**config.mk**
```make
export PLATFORM = sky130hd
export DESIGN_NAME = sram_job_sequencer
export DESIGN_NICKNAME = d
export VERILOG_FILES = /design/src/rtl/sram_job_sequencer.sv
export SDC_FILE = /design/constraint.sdc
export NUM_CORES = 1
export LEC_CHECK = 0
export CAP_MARGIN = 0
export CORE_ASPECT_RATIO = 0.6
export CORE_MARGIN = 2
export CORE_UTILIZATION = 40
export DETAILED_ROUTE_END_ITERATION = 10
export PLACE_DENSITY = 0.66
export SLEW_MARGIN = 20
export SYNTH_ARGS = -nofsm -noshare
export SYNTH_HDL_FRONTEND = slang
export SYNTH_SLANG_ARGS = --single-unit
export TNS_END_PERCENT = 100
```
**constraint.sdc**
```tcl
create_clock -name clk -period 3.9 [get_ports clk]
set_input_delay 0.78 -clock clk [delete_from_list [all_inputs] [get_ports clk]]
set_output_delay 0.78 -clock clk [all_outputs]
set_load 0.01 [all_outputs]
```
**src/rtl/sram_job_sequencer.sv**
```systemverilog
// sram_job_sequencer
//   Initiator for sram_controller. Accepts host jobs (write rows, read rows,
//   IMC vectors) and drives the controller's request pins. It holds the
//   controller in reset through its active-low reset whenever no job is
//   running. It counts job completions from the controller's Increment*
//   pulses and owns the weight/input/SA/output buffer address counters.
//
//   Optional feature: define SRAM_SEQ_WDOG_EN to build a per-operation
//   watchdog. While in RUN, a cycle counter is cleared by every completion
//   event. If TIMEOUT cycles pass with no event, the job is aborted and the
//   sticky err flag is set. Without the macro, err is tied low and TIMEOUT
//   has no effect.
//
// Ports
//   clk, reset              clock, asynchronous active-high reset
//   cmd_valid/cmd_ready     job handshake; cmd_ready is high only in IDLE
//   cmd_op                  00 write, 01 read, 10 IMC, 11 reserved
//   cmd_base, cmd_count     first row address, number of operations
//   done                    1-cycle pulse at job end
//   err                     sticky watchdog error (cleared by next started job)
//   ctrl_reset_n            controller reset (0 = controller held in reset)
//   rw, imc_en, mem_en,
//   en_dec, address_input   controller request pins
//   halt                    controller busy (status only, not used here)
//   Increment*              controller progress pulses (rising-edge detected)
//   wt/ib/sa/ob_addr        buffer address counters, wrap at 2**BUF_AW
module sram_job_sequencer #(
  parameter int CNT_W   = 5,
  parameter int BUF_AW  = 4,
  parameter int TIMEOUT = 64
) (
  input  logic              clk,
  input  logic              reset,
  input  logic              cmd_valid,
  output logic              cmd_ready,
  input  logic [1:0]        cmd_op,
  input  logic [3:0]        cmd_base,
  input  logic [CNT_W-1:0]  cmd_count,
  output logic              done,
  output logic              err,
  output logic              ctrl_reset_n,
  output logic              rw,
  output logic              imc_en,
  output logic              mem_en,
  output logic              en_dec,
  output logic [3:0]        address_input,
  input  logic              halt,
  input  logic              IncrementWtAddr,
  input  logic              IncrementInbuffAddr,
  input  logic              IncrementSAbuffAddr,
  input  logic              IncrementOBbuffAddr,
  output logic [BUF_AW-1:0] wt_addr,
  output logic [BUF_AW-1:0] ib_addr,
  output logic [BUF_AW-1:0] sa_addr,
  output logic [BUF_AW-1:0] ob_addr
);

  typedef enum logic [1:0] {IDLE, SETUP, RUN, DONE} state_t;

  localparam logic [1:0] OP_WRITE = 2'b00;
  localparam logic [1:0] OP_READ  = 2'b01;
  localparam logic [1:0] OP_IMC   = 2'b10;
  localparam logic [1:0] OP_RSVD  = 2'b11;

  state_t           state_reg;
  logic [1:0]       op_reg;
  logic [CNT_W-1:0] remaining_reg;

  // Increment inputs packed as [0]=Wt, [1]=Inbuff, [2]=SAbuff, [3]=OBbuff.
  logic [3:0] inc_in;
  logic [3:0] inc_q_reg;
  logic [3:0] inc_rise;
  logic [3:0] cnt_step;
  logic       complete_event;
  logic       imc_event;
  logic       wd_expire;

  assign inc_in = {IncrementOBbuffAddr, IncrementSAbuffAddr,
                   IncrementInbuffAddr, IncrementWtAddr};

  always_ff @(posedge clk or posedge reset) begin
    if (reset) inc_q_reg <= '0;
    else       inc_q_reg <= inc_in;
  end

  // The controller can hold IncrementWtAddr high through a whole IMC job,
  // so only rising edges count as progress.
  assign inc_rise = inc_in & ~inc_q_reg;

  always_comb begin
    complete_event = 1'b0;
    if (state_reg == RUN) begin
      case (op_reg)
        OP_WRITE: complete_event = inc_rise[0];
        OP_READ:  complete_event = inc_rise[2];
        OP_IMC:   complete_event = inc_rise[3];
        default:  complete_event = 1'b0;
      endcase
    end
  end

  assign imc_event = complete_event && (op_reg == OP_IMC);

  // An IMC vector completion also consumes one input-buffer entry. If it
  // coincides with an Inbuff rise, the counter still advances by only one.
  assign cnt_step = {inc_rise[3], inc_rise[2], inc_rise[1] | imc_event, inc_rise[0]};

  genvar gi;
  generate
    for (gi = 0; gi < 4; gi++) begin : g_buf_cnt
      logic [BUF_AW-1:0] cnt_reg;
      always_ff @(posedge clk or posedge reset) begin
        if (reset)             cnt_reg <= '0;
        else if (cnt_step[gi]) cnt_reg <= cnt_reg + BUF_AW'(1);
      end
    end
  endgenerate

  assign wt_addr = g_buf_cnt[0].cnt_reg;
  assign ib_addr = g_buf_cnt[1].cnt_reg;
  assign sa_addr = g_buf_cnt[2].cnt_reg;
  assign ob_addr = g_buf_cnt[3].cnt_reg;

  assign cmd_ready = (state_reg == IDLE);

`ifdef SRAM_SEQ_WDOG_EN
  localparam int WD_W = $clog2(TIMEOUT + 1);

  logic [WD_W-1:0] wd_cnt_reg;
  logic            err_reg;

  // Fires on the TIMEOUT-th consecutive RUN cycle without a completion.
  assign wd_expire = (state_reg == RUN) && !complete_event &&
                     (wd_cnt_reg == WD_W'(TIMEOUT - 1));

  always_ff @(posedge clk or posedge reset) begin
    if (reset) begin
      wd_cnt_reg <= '0;
      err_reg    <= 1'b0;
    end else begin
      if (state_reg != RUN || complete_event) wd_cnt_reg <= '0;
      else                                    wd_cnt_reg <= wd_cnt_reg + WD_W'(1);

      // err survives until a job that actually starts the controller.
      if (state_reg == IDLE && cmd_valid && cmd_count != '0 && cmd_op != OP_RSVD)
        err_reg <= 1'b0;
      else if (wd_expire)
        err_reg <= 1'b1;
    end
  end

  assign err = err_reg;
`else
  assign wd_expire = 1'b0;
  assign err       = 1'b0;
`endif

  // halt is status only; TIMEOUT matters only with the watchdog built in.
  logic unused_sig;
  assign unused_sig = &{1'b0, halt, (TIMEOUT > 0)};

  always_ff @(posedge clk or posedge reset) begin
    if (reset) begin
      state_reg     <= IDLE;
      op_reg        <= OP_WRITE;
      remaining_reg <= '0;
      ctrl_reset_n  <= 1'b0;
      rw            <= 1'b1;
      imc_en        <= 1'b0;
      mem_en        <= 1'b0;
      en_dec        <= 1'b0;
      address_input <= 4'd0;
      done          <= 1'b0;
    end else begin
      done <= 1'b0;
      case (state_reg)
        IDLE: begin
          if (cmd_valid) begin
            op_reg        <= cmd_op;
            remaining_reg <= cmd_count;
            if (cmd_count == '0 || cmd_op == OP_RSVD) begin
              // Nothing to do: finish without releasing the controller.
              state_reg <= DONE;
              done      <= 1'b1;
            end else begin
              rw            <= (cmd_op == OP_READ);
              imc_en        <= (cmd_op == OP_IMC);
              mem_en        <= (cmd_op != OP_IMC);
              en_dec        <= 1'b1;
              address_input <= cmd_base;
              state_reg     <= SETUP;
            end
          end
        end

        SETUP: begin
          // Request pins have been stable for one cycle under reset.
          ctrl_reset_n <= 1'b1;
          state_reg    <= RUN;
        end

        RUN: begin
          if (complete_event) begin
            remaining_reg <= remaining_reg - CNT_W'(1);
            address_input <= address_input + 4'd1;
            if (remaining_reg == CNT_W'(1)) begin
              // Park the controller as it returns to idle after the last op.
              ctrl_reset_n <= 1'b0;
              state_reg    <= DONE;
              done         <= 1'b1;
            end
          end else if (wd_expire) begin
            ctrl_reset_n <= 1'b0;
            state_reg    <= DONE;
            done         <= 1'b1;
          end
        end

        DONE: begin
          imc_en    <= 1'b0;
          mem_en    <= 1'b0;
          en_dec    <= 1'b0;
          rw        <= 1'b1;
          state_reg <= IDLE;
        end

        default: state_reg <= IDLE;
      endcase
    end
  end

endmodule
```
### After elaboration in Yosys (flattened, before gate mapping)

Index checks and enable logic that the tools add are counted.

* register bits after elaboration: 39
* bits in latches: 0
* bits in writable memories: 0
* bits in read-only memories: 0
* bits of input ports: 19
* output and inout port bits: 28
* logic and storage cells: 86
* memories kept: 0

* add/sub/neg operators: 6
* multiply operators: 0
* divide/modulo/power cells: 0
* $lt $le $gt $ge: 0
* equality and inequality tests: 14
* shift-type cells: 0
* mux-type cells: 34
* bitwise gates (word level): 3
* reductions and logical operators: 14

Operators by type and width (count)
* 4-bit by 1-bit adder with 4-bit output, second input constant: 5
* 1-bit 2-to-1 mux: 15
* 4-bit 2-to-1 mux: 3
* 1-bit case mux with 2 select lines: 6
* 3-bit AND reduction: 4
* 2-bit == test, second input constant: 5
* 5-bit 2-to-1 mux: 2
* 5-bit case mux with 2 select lines: 1
* 2-bit 2-to-1 mux: 4
* 2-bit inequality test, second input constant: 4
* 2-bit case mux with 4 select lines: 1
* 4-bit case mux with 2 select lines: 1
* 2-bit by 1-bit == test with 1-bit output, second input constant: 3
* 2-bit nonzero test: 3
* 5-bit by 1-bit == test with 1-bit output, second input constant: 1
* 5-bit zero test: 1
* 5-bit by 1-bit subtractor with 5-bit output, second input constant: 1
* 4-bit bitwise AND: 1
* 2-bit zero test: 2
* 4-bit inverter: 1
* 4-bit AND reduction: 1
* 1-bit case mux with 3 select lines: 1
* 2-bit by 1-bit inequality test with 1-bit output, second input constant: 1
* 2-bit AND reduction: 1
* other kinds (3): 3

### Longest topological paths before layout

Gate-level depths: netlist of run 1.

* word-level depth: 6
* mapped depth: 7

### Worst setup path after synthesis of run 1

OpenSTA, ideal clock, no wires.

* path kind: in2reg
* start: input port IncrementSAbuffAddr
* end: register state_reg[1]
* setup time: 0.125 ns
* arrival: 1.868 ns
* required time: 3.775 ns
* path slack: 1.907 ns
* stages on the path: 6
* cell sequence: nor4bb_1 -> or3_1 -> buf_4 -> nand2_1 -> a21boi_2 -> mux2_4

* longest elaborated chain between the ends: 5

RTL lines
* from (decl): RTL line 50 `input logic IncrementSAbuffAddr,`
* 4-bit bitwise AND: RTL line 88 `assign inc_rise = inc_in & ~inc_q_reg;`
* 1-bit case mux with 3 select lines: RTL line 93 `case (op_reg)`
* 1-bit 2-to-1 mux: RTL line 92 `if (state_reg == RUN) begin`
* 2-bit inequality test (no line)
* 3-bit AND reduction (no line)
* to (signal assigned): RTL line 164 `state_reg <= IDLE;`
* to (signal assigned): RTL line 183 `state_reg <= DONE;`
* to (signal assigned): RTL line 191 `state_reg <= SETUP;`
* to (decl): RTL line 65 `state_t state_reg;`

No other way between the ends.
A chain may end at the register's enable or synchronous reset.

### Final worst setup path of run 1

* start: register state_reg[0]
* end: output port cmd_ready

* longest elaborated chain between the ends: 1

RTL lines
* 2-bit zero test: RTL line 124 `assign cmd_ready = (state_reg == IDLE);`
* to (decl): RTL line 35 `output logic cmd_ready,`

No other way between the ends.

==> out/qor.txt, run 1 <==
status -> finished, final reports clean
CP required -> 3.12 ns
GRT Max-Usage Layer -> met1
crit path cell chain -> inv_1 > ha_1 > clkdlybuf4s50_1
synth warn -> 0
Tmin final -> 2.76 ns
initial antenna violation count -> 0
Final Hold Fails -> 0
Tot GR Track Use -> 0.171
Worst-Skew Late Latency -> 0.30 ns
crit-path max FO -> 17
total number of vias -> 1521
Bufs on Longest Clock Path -> 2
Leak -> 1.09 nW
WL/cell -> 14.1 microns
power per cell area -> 782 mW/mm^2
Worst Path Arrival -> 1.98 ns
GRT overflow -> 0
delay-heaviest family, CP -> buffers and inverters
share of the synthesized area in the top cell type -> 0.469
Seq pwr share -> 0.372
Setup Viol. Count Final -> 0
core area -> 0.00498 sq mm
final setup TNS -> 0 ns
TritonCTS buffer count -> 5
post-cts sizing count -> 0
Buf+Inv Stages, Crit Path -> 2
Slowest cell on crit path -> clkdlybuf4s50_1
syn_area_per_cell -> 10.8 sq um
layout cell share with drive strength beyond 1 -> 0.102
Worst-path clk slew -> 0.08 ns
area delta synth->final -> 30.0%
M3 GR Usage -> 0.0394
Layout Skew -> 0.00502 ns
num ports -> 47
Int Pwr -> 1.28 mW
critical path type -> reg2out
asr flop ratio synth -> 1.00
hpwl dp -> 3.21 mm
largest net degree at the start of global routing -> 40
n_diodes -> 0
CP startpoint kind -> flip-flop
Post-synth EDFFs -> 0
Logic pwr share -> 0.479
Post-Syn Area -> 0.00203 sq mm
dpl ws -> 1.21 ns
final setup margin -> 1.14 ns
Hold WC Path Type -> reg2reg
most common cell after layout, fill and taps aside -> clkdlybuf4s50_1
M1 GR Usage -> 0.253
peak per-stage delay on the critical path -> 0.65 ns
Via density -> 5.04
register area share after synthesis -> 0.482
clock sink count -> 39
final slew viol count -> 0
vias in the first global route -> 1420
met2 Track Usage GR -> 0.246
CTS Hold Bufs -> 0
root buffer cell -> clkbuf_8
Max Freq -> 0.362 GHz
final net count -> 265
Slew HR -> 0.470
gpl congestion -> 0.808
count of unique library cells instantiated by Yosys -> 48
Mapped Nets -> 218
IO Port Bufs -> 44
FP Rows -> 20
Die Width -> 96.0 microns
initial detailed-routing violation count -> 50
Power Total -> 2.06 mW
Clock power frac -> 0.149
switching fraction of total power -> 0.378
Yosys top cell by area -> dfrtp_1
CTS tree -> done
max-cap viol count -> 0
commonest non-fill, non-tap cells in the layout -> clkdlybuf4s50_1 (44), dfrtp_1 (38), nand2_1 (18)
RSZ-0062 raised after global routing -> false
largest cells by area after synthesis -> dfrtp_1 (47%), ha_1 (6.8%), xnor2_1 (3.5%)
Initial Util -> 0.408
detailed-route DRC error count -> 0
R2R setup slack -> 1.70 ns
Main synth FF type -> dfrtp_1
H-tree levels -> 2
hold slack -> 0.474 ns
max reg flops -> 5
Die Ht -> 59.2 microns
Post-CTS Setup Repair Bufs -> 0
remaining antenna violation count after routing -> 0
VDD IR max -> 0.406 mV
final wirelength -> 4.24 mm
NetSw -> 779 uW
fin crit share -> 0.709
die footprint -> 0.00568 sq mm
DR pass1 iterations -> 4
Worst setup EP type -> primary output
Post-Synthesis Cells -> 188
first-pass GRT wire length -> 7.15 mm
Worst-Margin Slew -> 0.794 ns
#FFs+latches synth -> 39
Core Util, Final -> 0.530
[through the flow]
stage / instances / instance area (sq um)
finish: 302 / 2640
global route: 302 / 2640
floorplan: 188 / 2030
CTS: 302 / 2640
detailed placement: 294 / 2530
global placement: 294 / 2530
[cell usage after synthesis, types with 2 or more instances]
cell,n
o211ai_1,2
mux2_2,5
or3_1,2
xnor2_1,8
nand4_1,5
o221a_2,2
a21oi_1,9
o31ai_1,2
o22ai_1,4
mux2i_1,3
o22a_1,2
ha_1,11
clkbuf_1,3
a31oi_1,3
a21boi_0,2
dfrtp_1,38
nor4b_1,2
nor3_1,2
nand3_1,2
inv_1,12
nor2b_1,4
o21ai_0,11
buf_4,2
nor2_1,7
xor2_1,4
nand2_1,18
nand2b_1,2
[final cells by class]
class | instances | area, sq um
clock buffer | 7 | 96.3
timing repair buffer | 45 | 448
clock inverter | 1 | 7.51
tap | 66 | 82.6
sequential | 39 | 977
fill | 447 | 2340
multi-input combinational | 132 | 981
inverter | 12 | 45.0
[worst paths after layout]
| check | from | end | depth (start not counted) |
|---|---|---|---|
| max | state_reg[0]$_DFFE_PP0P_ | cmd_ready | 3 |
| min | wt_addr[3]$_DFFE_PP0P_ | wt_addr[3]$_DFFE_PP0P_ | 1 |
| max reg2reg | state_reg[0]$_DFFE_PP0P_ | address_input[2]$_DFFE_PP0P_ | 7 |
| max in group asynchronous | reset | rw$_DFFE_PP1P_ | 3 |
| min reg2reg | wt_addr[3]$_DFFE_PP0P_ | wt_addr[3]$_DFFE_PP0P_ | 1 |
| min in group asynchronous | reset | address_input[3]$_DFFE_PP0P_ | 3 |
[per-layer routing]
layer,up-vias,share of wire
met1,704,0.53
li1,769,-
met2,43,0.40
met3,5,0.053
met5,-,0
met4,0,0.012
[power by group through the flow]
stage,registers [mW],logic (mW),clock network [mW]
finish,0.767,0.987,0.307
CTS,0.767,0.998,0.315
global route,0.798,1.11,0.331
floorplan,0.792,0.554,0
detailed placement,0.775,0.992,0
global placement,0.763,0.967,0
[kinds of logic after synthesis]
logic type | after synthesis | synth area share
other | 1 | 0.00185
AOI/OAI and AO/OA | 48 | 0.175
DFF | 39 | 0.482
buffers and inverters | 17 | 0.0351
and+or+nand+nor | 51 | 0.137
muxes | 9 | 0.0499
adders and majority gates | 11 | 0.0678
xor gates and xnor gates | 12 | 0.0518
Power figures use the tool's default switching activity.
==> run 2, diff against run 1 <==
- PLACE_DENSITY: 0.66 -> 0.69
- clock period: 3.9 -> 2.36 ns (I/O delays scaled with it)
==> run 2 against run 1 <==
Effect of this change:
- via count rose by 2.6%
- clock-buffer cell count did not move
- non-clock buffer count rose by 7
==> out/qor.txt, run 2 (synthesis results as in run 1) <==
peak per-stage delay on the critical path -> 0.58 ns (was 0.65 ns)
Core Util, Final -> 0.538 (was 0.530)
Worst Path Arrival -> 1.66 ns (was 1.98 ns)
Critical Path Start -> state_reg[0]$_DFFE_PP0P_ (unchanged)
final net count -> 272 (was 265)
remaining antenna violation count after routing -> 0 (unchanged)
Via density -> 5.05 (was 5.04)
Buf+Inv Stages, Crit Path -> 2 (unchanged)
Worst-Margin Slew -> 0.548 ns (was 0.794 ns)
DR pass1 iterations -> 4 (unchanged)
initial antenna violation count -> 0 (unchanged)
VDD IR max -> 0.457 mV (was 0.406 mV)
final slew viol count -> 0 (unchanged)
clock sink count -> 39 (unchanged)
detailed-route DRC error count -> 0 (unchanged)
crit-path max FO -> 5 (was 17)
Min-Delay Path Depth -> 1 (unchanged)
first-pass GRT wire length -> 7.27 mm (was 7.15 mm)
Setup Viol. Count Final -> 0 (unchanged)
post-cts sizing count -> 0 (unchanged)
max-cap viol count -> 0 (unchanged)
RSZ-0062 raised after global routing -> false (unchanged)
n_diodes -> 0 (unchanged)
Slowest cell on crit path -> clkdlybuf4s50_1 (unchanged)
Levels on crit path -> 3 (unchanged)
Tot GR Track Use -> 0.170 (was 0.171)
Placed Cells -> 301 (was 294)
total number of vias -> 1561 (was 1521)
Slew HR -> 0.632 (was 0.470)
Leak -> 1.13 nW (was 1.09 nW)
largest net degree at the start of global routing -> 40 (unchanged)
core area -> 0.00498 sq mm (unchanged)
Bufs on Longest Clock Path -> 2 (unchanged)
Hold WC Path Type -> reg2reg (unchanged)
IO Port Bufs -> 44 (unchanged)
Power Total -> 3.42 mW (was 2.06 mW)
area delta synth->final -> 31.9% (was 30.0%)
TritonCTS buffer count -> 5 (unchanged)
hold slack -> 0.467 ns (was 0.474 ns)
hpwl dp -> 3.23 mm (was 3.21 mm)
hold path start -> ob_addr[3]$_DFFE_PP0P_ (was wt_addr[3]$_DFFE_PP0P_)
commonest non-fill, non-tap cells in the layout -> clkdlybuf4s50_1 (44), dfrtp_1 (38), nand2_1 (18) (unchanged)
CP startpoint kind -> flip-flop (unchanged)
vias in the first global route -> 1511 (was 1420)
placed instance area -> 0.00259 sq mm (was 0.00253 sq mm)
Final Hold Fails -> 0 (unchanged)
GRT overflow -> 0 (unchanged)
worst r2r path cells -> 7 (unchanged)
die footprint -> 0.00568 sq mm (unchanged)
most common cell after layout, fill and taps aside -> clkdlybuf4s50_1 (unchanged)
Die Ht -> 59.2 microns (unchanged)
Tmin final -> 2.13 ns
Worst-path clk slew -> 0.08 ns (about the same)
FP Rows -> 20 (unchanged)
CTS tree -> done (unchanged)
max reg flops -> 5 (unchanged)
status -> finished, final reports clean (unchanged)
power per cell area -> 1280 mW/mm^2 (was 782 mW/mm^2)
delay-heaviest family, CP -> buffers and inverters (unchanged)
num ports -> 47 (unchanged)
critical path type -> reg2out (unchanged)
Die Width -> 96.0 microns (unchanged)
gpl congestion -> 0.790 (was 0.808)
post-route insts no fill -> 309 (was 302)
final wirelength -> 4.31 mm (was 4.24 mm)
WL/cell -> 13.9 microns (was 14.1 microns)
layout cell share with drive strength beyond 1 -> 0.123 (was 0.102)
final setup TNS -> 0 ns (unchanged)
Max Freq -> 0.470 GHz
CP required -> 1.89 ns (was 3.12 ns)
crit path cell chain -> inv_1 > ha_1 > clkdlybuf4s50_1 (unchanged)
Worst setup EP type -> primary output (unchanged)
final setup margin -> 0.230 ns (was 1.14 ns)
H-tree levels -> 2 (unchanged)
Reg2Reg Launch Point -> state_reg[0]$_DFFE_PP0P_ (unchanged)
Worst-Skew Late Latency -> 0.29 ns (was 0.30 ns)
fin area -> 0.00268 sq mm (was 0.00264 sq mm)
Layout Skew -> 0.00667 ns (was 0.00502 ns)
initial detailed-routing violation count -> 62 (was 50)
Initial Util -> 0.408 (unchanged)
root buffer cell -> clkbuf_8 (unchanged)
CTS Hold Bufs -> 0 (unchanged)
Post-CTS Setup Repair Bufs -> 0 (unchanged)
dpl ws -> 0.0477 ns (was 1.21 ns)
fin crit share -> 0.902
[run 2: cell count changes in the layout (fill, tap and decap cells not counted)]
cell	delta
clkbuf_1	+1
clkinvlp_4	-1
buf_4	+7
clkinv_2	+1
clkbuf_8	-1
[run 2: per-layer routing]
| metal | track usage | vias up | share of wire |
|---|---|---|---|
| li1 | - | 781 | - |
| met1 | 0.264 | 740 | 0.55 |
| met5 | 0 | - | 0 |
| met3 | 0.0445 | 5 | 0.052 |
| met4 | 0.0306 | 0 | 0.0063 |
| met2 | 0.241 | 35 | 0.39 |
[run 2: path summary, 6_finish.rpt]
check,slack (ns),endpoint
min in group asynchronous,0.60,address_input[1]$_DFFE_PP0P_
worst min register to register,0.47,ob_addr[3]$_DFFE_PP0P_
max in group asynchronous,1.39,rw$_DFFE_PP1P_
worst min-delay path,0.47,ob_addr[3]$_DFFE_PP0P_
worst max-delay path,0.23,cmd_ready
worst max register to register,0.42,remaining_reg[1]$_DFFE_PP0P_
[run 2: area by class of cell]
class	instances	area, sq um
timing repair buffer	52	500
inverter	12	45.0
tap	66	82.6
fill	468	2300
clock buffer	7	86.3
sequential	39	977
multi-input combinational	132	981
clock inverter	1	5.00
[run 2: report_power, final]
group / internal [mW] / total (mW) / switching, mW
clock network: 0.236 / 0.467 / 0.231
registers: 0.965 / 1.26 / 0.294
logic: 0.926 / 1.69 / 0.763
